## config.mk

```make
export PLATFORM = sky130hd
export DESIGN_NAME = tcp_flag_stats
export DESIGN_NICKNAME = d
export VERILOG_FILES = /design/src/rtl/tcp_flag_stats_pkg.sv /design/src/rtl/tcp_flag_stats_counter.sv /design/src/rtl/tcp_flag_stats_fifo.sv /design/src/rtl/tcp_flag_stats.sv
export SDC_FILE = /design/constraint.sdc
export NUM_CORES = 1
export LEC_CHECK = 0
export CORE_ASPECT_RATIO = 0.5
export CORE_MARGIN = 1
export CORE_UTILIZATION = 45
export DETAILED_ROUTE_END_ITERATION = 10
export MAX_ROUTING_LAYER = met4
export PLACE_DENSITY_LB_ADDON = 0.08
export SYNTH_ARGS = -nofsm -noshare
export SYNTH_HDL_FRONTEND = slang
export SYNTH_HIERARCHICAL = 1
export SYNTH_SLANG_ARGS = --single-unit
```

## constraint.sdc

```tcl
create_clock -name clk -period 6.12 [get_ports clk]
set_clock_uncertainty 0.1 [all_clocks]
set_input_delay 1.224 -clock clk [delete_from_list [all_inputs] [get_ports clk]]
set_output_delay 1.224 -clock clk [all_outputs]
set_load 0.05 [all_outputs]
```

## src/rtl/tcp_flag_stats_pkg.sv

```systemverilog
`default_nettype none
// ============================================================================
// Package  : tcp_flag_stats_pkg
// Brief    : Header field constants, TCP flag bit positions and parser
//            state encodings shared by the TCP flag statistics stage.
// Revision : 1.0 - initial release
// ============================================================================
package tcp_flag_stats_pkg;

  localparam logic [15:0] ETH_TYPE_IP = 16'h0800;
  localparam logic [3:0]  IPV4        = 4'h4;
  localparam logic [3:0]  IHL_NO_OPT  = 4'h5;
  localparam logic [7:0]  PROTO_TCP   = 8'h06;

  // Bit positions inside the TCP flags byte
  localparam int FLAG_FIN = 0;
  localparam int FLAG_SYN = 1;
  localparam int FLAG_RST = 2;

  // One-hot parser states; W1 is consumed by the MOD_HDR -> W2 transition
  typedef enum logic [7:0] {
    MOD_HDR = 8'b0000_0001,
    W1      = 8'b0000_0010,
    W2      = 8'b0000_0100,
    W3      = 8'b0000_1000,
    W4      = 8'b0001_0000,
    W5      = 8'b0010_0000,
    W6      = 8'b0100_0000,
    PAYLOAD = 8'b1000_0000
  } state_e;

endpackage
`default_nettype wire

```

## src/rtl/tcp_flag_stats_counter.sv

```systemverilog
`default_nettype none
// ============================================================================
// Module   : stat_counter
// Brief    : Wrapping statistics counter with synchronous clear; clear has
//            priority over a simultaneous increment.
// Revision : 1.0 - initial release
// ============================================================================
module stat_counter #(
  parameter int WIDTH = 32
) (
  input  logic             clk,
  input  logic             reset,
  input  logic             clear,
  input  logic             inc,
  output logic [WIDTH-1:0] count
);

  localparam logic [WIDTH-1:0] CNT_ONE = {{(WIDTH-1){1'b0}}, 1'b1};

  logic [WIDTH-1:0] cnt_q, cnt_d;

  assign count = cnt_q;

  // Next count: clear wins, otherwise increment modulo 2^WIDTH
  always_comb begin
    cnt_d = cnt_q;
    if (clear) begin
      cnt_d = '0;
    end else if (inc) begin
      cnt_d = cnt_q + CNT_ONE;
    end
  end

  // Count register
  always_ff @(posedge clk or posedge reset) begin
    if (reset) begin
      cnt_q <= '0;
    end else begin
      cnt_q <= cnt_d;
    end
  end

endmodule
`default_nettype wire

```

## src/rtl/tcp_flag_stats_fifo.sv

```systemverilog
`default_nettype none
// ============================================================================
// Module   : fallthrough_small_fifo_old
// Brief    : Small first-word-fallthrough FIFO; the head word is visible on
//            dout whenever the FIFO is not empty.
// Revision : 1.0 - initial release
// ============================================================================
module fallthrough_small_fifo_old #(
  parameter int WIDTH          = 72,
  parameter int MAX_DEPTH_BITS = 3
) (
  input  logic             clk,
  input  logic             reset,
  input  logic [WIDTH-1:0] din,
  input  logic             wr_en,
  input  logic             rd_en,
  output logic [WIDTH-1:0] dout,
  output logic             full,
  output logic             empty
);

  localparam int DEPTH = 1 << MAX_DEPTH_BITS;
  localparam logic [MAX_DEPTH_BITS-1:0] PTR_ONE   = {{(MAX_DEPTH_BITS-1){1'b0}}, 1'b1};
  localparam logic [MAX_DEPTH_BITS:0]   CNT_ONE   = {{MAX_DEPTH_BITS{1'b0}}, 1'b1};
  localparam logic [MAX_DEPTH_BITS:0]   CNT_FULL  = {1'b1, {MAX_DEPTH_BITS{1'b0}}};

  logic [WIDTH-1:0]          mem_q [DEPTH];
  logic [MAX_DEPTH_BITS-1:0] wr_ptr_q, wr_ptr_d;
  logic [MAX_DEPTH_BITS-1:0] rd_ptr_q, rd_ptr_d;
  logic [MAX_DEPTH_BITS:0]   cnt_q, cnt_d;
  logic                      do_wr, do_rd;

  assign full  = (cnt_q == CNT_FULL);
  assign empty = (cnt_q == '0);
  assign dout  = mem_q[rd_ptr_q];

  // Pointer and occupancy update; overflow/underflow requests are ignored
  always_comb begin
    do_wr    = wr_en && !full;
    do_rd    = rd_en && !empty;
    wr_ptr_d = do_wr ? wr_ptr_q + PTR_ONE : wr_ptr_q;
    rd_ptr_d = do_rd ? rd_ptr_q + PTR_ONE : rd_ptr_q;
    cnt_d    = cnt_q;
    case ({do_wr, do_rd})
      2'b10:   cnt_d = cnt_q + CNT_ONE;
      2'b01:   cnt_d = cnt_q - CNT_ONE;
      default: cnt_d = cnt_q;
    endcase
  end

  // Control registers, cleared by the asynchronous reset
  always_ff @(posedge clk or posedge reset) begin
    if (reset) begin
      wr_ptr_q <= '0;
      rd_ptr_q <= '0;
      cnt_q    <= '0;
    end else begin
      wr_ptr_q <= wr_ptr_d;
      rd_ptr_q <= rd_ptr_d;
      cnt_q    <= cnt_d;
    end
  end

  // Storage array, no reset needed since occupancy gates visibility
  always_ff @(posedge clk) begin
    if (do_wr) begin
      mem_q[wr_ptr_q] <= din;
    end
  end

endmodule
`default_nettype wire

```

## src/rtl/tcp_flag_stats.sv

```systemverilog
`default_nettype none
// ============================================================================
// Module   : tcp_flag_stats
// Brief    : Pass-through stage that parses Ethernet/IPv4/TCP header words
//            and counts TCP, non-TCP, SYN, FIN, RST and IP-option packets.
// Revision : 1.0 - initial release
// ============================================================================
module tcp_flag_stats
  import tcp_flag_stats_pkg::*;
#(
  parameter int DATA_WIDTH      = 64,
  parameter int CTRL_WIDTH      = DATA_WIDTH / 8,
  parameter int CNT_WIDTH       = 32,
  parameter int FIFO_DEPTH_BITS = 3
) (
  input  logic                  clk,
  input  logic                  reset,
  input  logic [DATA_WIDTH-1:0] in_data,
  input  logic [CTRL_WIDTH-1:0] in_ctrl,
  input  logic                  in_wr,
  output logic                  in_rdy,
  output logic [DATA_WIDTH-1:0] out_data,
  output logic [CTRL_WIDTH-1:0] out_ctrl,
  output logic                  out_wr,
  input  logic                  out_rdy,
  input  logic                  clear_stats,
  output logic [CNT_WIDTH-1:0]  stat_tcp_pkts,
  output logic [CNT_WIDTH-1:0]  stat_non_tcp,
  output logic [CNT_WIDTH-1:0]  stat_syn,
  output logic [CNT_WIDTH-1:0]  stat_fin,
  output logic [CNT_WIDTH-1:0]  stat_rst,
  output logic [CNT_WIDTH-1:0]  stat_ip_opt
);

  logic [CTRL_WIDTH+DATA_WIDTH-1:0] fifo_dout;
  logic   fifo_full, fifo_empty;
  logic   xfer, eop;
  state_e state_q, state_d;
  logic   ihl5_q, ihl5_d;
  logic   inc_tcp, inc_non, inc_syn, inc_fin, inc_rst, inc_opt;

  fallthrough_small_fifo_old #(
    .WIDTH          (CTRL_WIDTH + DATA_WIDTH),
    .MAX_DEPTH_BITS (FIFO_DEPTH_BITS)
  ) u_in_fifo (
    .clk   (clk),
    .reset (reset),
    .din   ({in_ctrl, in_data}),
    .wr_en (in_wr),
    .rd_en (xfer),
    .dout  (fifo_dout),
    .full  (fifo_full),
    .empty (fifo_empty)
  );

  assign in_rdy              = !fifo_full;
  assign {out_ctrl, out_data} = fifo_dout;
  assign xfer                = !fifo_empty && out_rdy;
  assign out_wr              = xfer;
  assign eop                 = (out_ctrl != '0);

  // Header parser: advances one state per transferred word; a ctrl word in
  // W2..W6 marks a short packet and abandons parsing
  always_comb begin
    state_d = state_q;
    ihl5_d  = ihl5_q;
    inc_tcp = 1'b0;
    inc_non = 1'b0;
    inc_syn = 1'b0;
    inc_fin = 1'b0;
    inc_rst = 1'b0;
    inc_opt = 1'b0;
    if (xfer) begin
      case (state_q)
        MOD_HDR: begin
          if (!eop) state_d = W2;
        end
        W2: begin
          if (eop) begin
            inc_non = 1'b1;
            state_d = MOD_HDR;
          end else if ((out_data[31:16] != ETH_TYPE_IP) || (out_data[15:12] != IPV4)) begin
            inc_non = 1'b1;
            state_d = PAYLOAD;
          end else begin
            ihl5_d  = (out_data[11:8] == IHL_NO_OPT);
            state_d = W3;
          end
        end
        W3: begin
          if (eop) begin
            state_d = MOD_HDR;
          end else if (out_data[7:0] == PROTO_TCP) begin
            inc_tcp = 1'b1;
            if (!ihl5_q) begin
              inc_opt = 1'b1;
              state_d = PAYLOAD;
            end else begin
              state_d = W4;
            end
          end else begin
            inc_non = 1'b1;
            state_d = PAYLOAD;
          end
        end
        W4:      state_d = eop ? MOD_HDR : W5;
        W5:      state_d = eop ? MOD_HDR : W6;
        W6: begin
          if (eop) begin
            state_d = MOD_HDR;
          end else begin
            inc_fin = out_data[FLAG_FIN];
            inc_syn = out_data[FLAG_SYN];
            inc_rst = out_data[FLAG_RST];
            state_d = PAYLOAD;
          end
        end
        PAYLOAD: begin
          if (eop) state_d = MOD_HDR;
        end
        default: state_d = MOD_HDR;
      endcase
    end
  end

  // Parser state registers
  always_ff @(posedge clk or posedge reset) begin
    if (reset) begin
      state_q <= MOD_HDR;
      ihl5_q  <= 1'b0;
    end else begin
      state_q <= state_d;
      ihl5_q  <= ihl5_d;
    end
  end

  stat_counter #(.WIDTH(CNT_WIDTH)) u_cnt_tcp (
    .clk(clk), .reset(reset), .clear(clear_stats), .inc(inc_tcp), .count(stat_tcp_pkts));
  stat_counter #(.WIDTH(CNT_WIDTH)) u_cnt_non (
    .clk(clk), .reset(reset), .clear(clear_stats), .inc(inc_non), .count(stat_non_tcp));
  stat_counter #(.WIDTH(CNT_WIDTH)) u_cnt_syn (
    .clk(clk), .reset(reset), .clear(clear_stats), .inc(inc_syn), .count(stat_syn));
  stat_counter #(.WIDTH(CNT_WIDTH)) u_cnt_fin (
    .clk(clk), .reset(reset), .clear(clear_stats), .inc(inc_fin), .count(stat_fin));
  stat_counter #(.WIDTH(CNT_WIDTH)) u_cnt_rst (
    .clk(clk), .reset(reset), .clear(clear_stats), .inc(inc_rst), .count(stat_rst));
  stat_counter #(.WIDTH(CNT_WIDTH)) u_cnt_opt (
    .clk(clk), .reset(reset), .clear(clear_stats), .inc(inc_opt), .count(stat_ip_opt));

endmodule
`default_nettype wire

```

==> run summary <==
NumNets Final = 2,510
Worst path top cell family by delay = simple AND/OR/NAND/NOR gates
Mapped Area = 33,600 um^2
P per Cell Area = 420 nW/um^2
Final setup margin = 0.505 ns
Clk_lat worst skew = 0.66 ns
Most common cell after layout, fill and taps aside = edfxtp_1
Area grow syn2layout = 20.3%
Global-route wire length before repair = 119 mm
# H-tree levels = 3
R2R setup slack = 0.51 ns
Synthesized area per cell = 16.2 um^2
Die Span Y = 195 um
Largest net degree at the start of global routing = 76
Critical path, cell by cell = buf_4 > mux4_2 > mux2_2 > nor4b_1 > nand2_1 > or3b_1 > a21oi_1 > o2111ai_2 > or3_1 > nor4_1 > mux2_2
RSZ-0062 raised after global routing = false
Most frequent cell on the critical path = mux2_2
Reg2reg end = u_cnt_non/count[26]
Drt first pass iters = 5
Distinct cells, synth = 67
Number of port buffers = 342
Min-delay src = state_q[0]
Die width = 388 um
Crit path buffers/inverters = 1
Hold-fix buffers at CTS = 0
Synth Instances = 2,080
Post-DP Area = 38,000 um^2
Maxcap violations = 0
CTS sink cnt = 786
IO Count = 343
Top-area cell type share of the netlist area = 51.5%
Hold EP = state_q[0]
Clk root buf = clkbuf_16
Outcome = completed
DRC Markers = 0
Final TNS setup = 0 ns
Max incr delay on CP = 0.70 ns
EDFF count, synth = 576
Aggregate global routing overflow = 0
Post-synthesis sequential area ratio = 67.1%
Asr flop ratio synth = 26.7%
Share of layout cells above drive strength 1 = 17.9%
Post-synthesis net count = 2,169
Vias post-DR = 19,379
R2r startpoint = u_in_fifo/rd_ptr_q[0]
Clock tree from TritonCTS = done
Vias in the first global route = 19,203
Largest cells by area after synthesis = edfxtp_1 (51%), dfrtp_1 (16%), mux4_2 (9.7%), mux2_4 (2.3%), mux2_2 (2.0%)
Initial core utilization = 45.7%
CTS Buf Count = 74
Initial antenna violation count = 1
Multi-input logic area = 10,300 um^2
Die area = 75,800 um^2
Initial DRC count = 1,166
Row Count = 70
Crit Path Class = flop to flop
Worst hold path class = flop to flop
Period utilization = 91.7%
FF+latch count, synth = 786
WL/cell = 22.2 um
Setup crit start kind = flop
# setup viols final = 0
Hold Path Cell Cnt = 2
Crit-path max FO = 36
Tightest Pin Transition = 0.938 ns
WP data arrival = 6.04 ns
Crit. End Element = flop
Max Freq = 0.178 GHz
Min cycle time layout = 5.61 ns
Core area = 73,500 um^2
Power Total = 17.0 mW
Placed wire-length estimate = 46.0 mm
# Post-CTS Setup Buffers = 0
Resize count post-CTS = 0
YS warnings = 6
Most frequent cells in the layout = edfxtp_1 (576), clkdlybuf4s50_1 (341), dfrtp_1 (206)
Fillcell total = 5,905
Max IR drop VDD = 0.321 mV
Final GP Congestion = 0.815
Slew Limit Fails = 0
Via density per instance = 5.61
Main synth FF type = edfxtp_1
Total GRT Usage = 21.1%
Final hold vios = 0
Pre-CTS setup slack = 0.402 ns
Final WL = 76.7 mm
Critical Path RT = 6.55 ns
Design Area, Final = 40,400 um^2
Slew Limit Headroom = 37.3%
FF-to-FF path depth = 11
Clk slew on worst S/H paths = 0.06 ns
Leak = 13.7 nW
Worst path slowest cell = dfrtp_4
Largest area contributor in the netlist = edfxtp_1
Register area = 22,600 um^2
Antenna Nets Post-Route = 0
CTS max path bufs = 3
-- power by group --
group | switching, mW | internal, mW
registers | 0.293 | 6.38
logic | 3.35 | 2.36
clock network | 2.07 | 2.52
total | 5.71 | 11.3
-- flip-flops by register name, summed over array words and instances, names as in the netlist --
signal,cells
u_cnt_syn/count,32
u_cnt_opt/count,32
u_cnt_fin/count,32
state_q,7
u_cnt_tcp/count,32
u_in_fifo/cnt_q,4
u_in_fifo/rd_ptr_q,3
u_in_fifo/mem_q,576
u_cnt_non/count,32
u_in_fifo/wr_ptr_q,3
ihl5_q,1
u_cnt_rst/count,32
-- per-layer routing --
layer	track usage, %	share of wire, %	vias up
met5	-	0	-
met4	5.87	2.2	0
met3	3.34	3.1	106
met2	33.3	49	310
met1	28.5	45	10118
li1	-	-	8845
-- layout make-up --
cell class | instances | share of cell area [%]
diodes | 1 | 0.00619
clock buffers | 97 | 4.97
clock inverters | 37 | 1.02
inverters | 41 | 0.381
multi-input cells | 1146 | 25.6
flip-flops and latches | 786 | 55.8
well taps | 972 | 3.01
repair buffers | 372 | 9.24
-- worst register-to-register path, delay by kind of cell (launching register included) --
kind            cells  cell delay (ns)
mux                 3             1.27
flops               1             0.70
simple gates        5             1.70
buf+inv             1             0.67
compound gates      2             1.07
-- worst max path at each step --
stage	from	end	slack [ns]	depth (start not counted)
after detailed placement	u_in_fifo/rd_ptr_q[0]	u_cnt_non/count[30]	0.40	11
after floorplan	in_wr	u_in_fifo/mem_q[6][0]	1.11	2
after global routing	u_in_fifo/rd_ptr_q[0]	u_cnt_non/count[26]	0.04	11
after CTS	u_in_fifo/rd_ptr_q[0]	u_cnt_non/count[26]	0.39	11
after global placement	u_in_fifo/rd_ptr_q[0]	u_cnt_non/count[26]	0.47	11
final	u_in_fifo/rd_ptr_q[0]	u_cnt_non/count[26]	0.51	11
-- cells by family after synthesis --
| logic type | synth area share (%) |
|---|---|
| AOI/OAI and AO/OA | 3.25 |
| and+or+nand+nor | 10.4 |
| adders and majority gates | 0.469 |
| muxes | 14.3 |
| xor gates and xnor gates | 2.08 |
| buffers and inverters | 2.32 |
| DFF | 67.1 |
-- metrics by stage --
| stage | util, % | cells | hold WS [ns] |
|---|---|---|---|
| after floorplan | - | 2080 | 0.382 |
| after detailed placement | 51.7 | 3317 | 0.408 |
| after CTS | 55.0 | 3451 | 0.421 |
| after global routing | 55.0 | 3452 | 0.452 |
| after global placement | 51.7 | 3317 | 0.402 |
| final | 55.0 | 3452 | 0.427 |
-- synthesized netlist by cell type, types with 28 or more instances --
library cell	n
nand2_1	106
a21oi_1	76
nor2_1	131
inv_1	40
nor2b_1	44
or3_1	36
xnor2_1	47
xor2_1	33
nand4_1	61
mux4_2	144
nor3_1	33
mux2_4	51
o21ai_0	33
clkbuf_1	34
buf_2	28
o31ai_1	44
or4_1	54
edfxtp_1	576
nor4_1	42
dfrtp_1	209
mux2_2	59
Note: power is estimated with default switching activity, not from simulation.
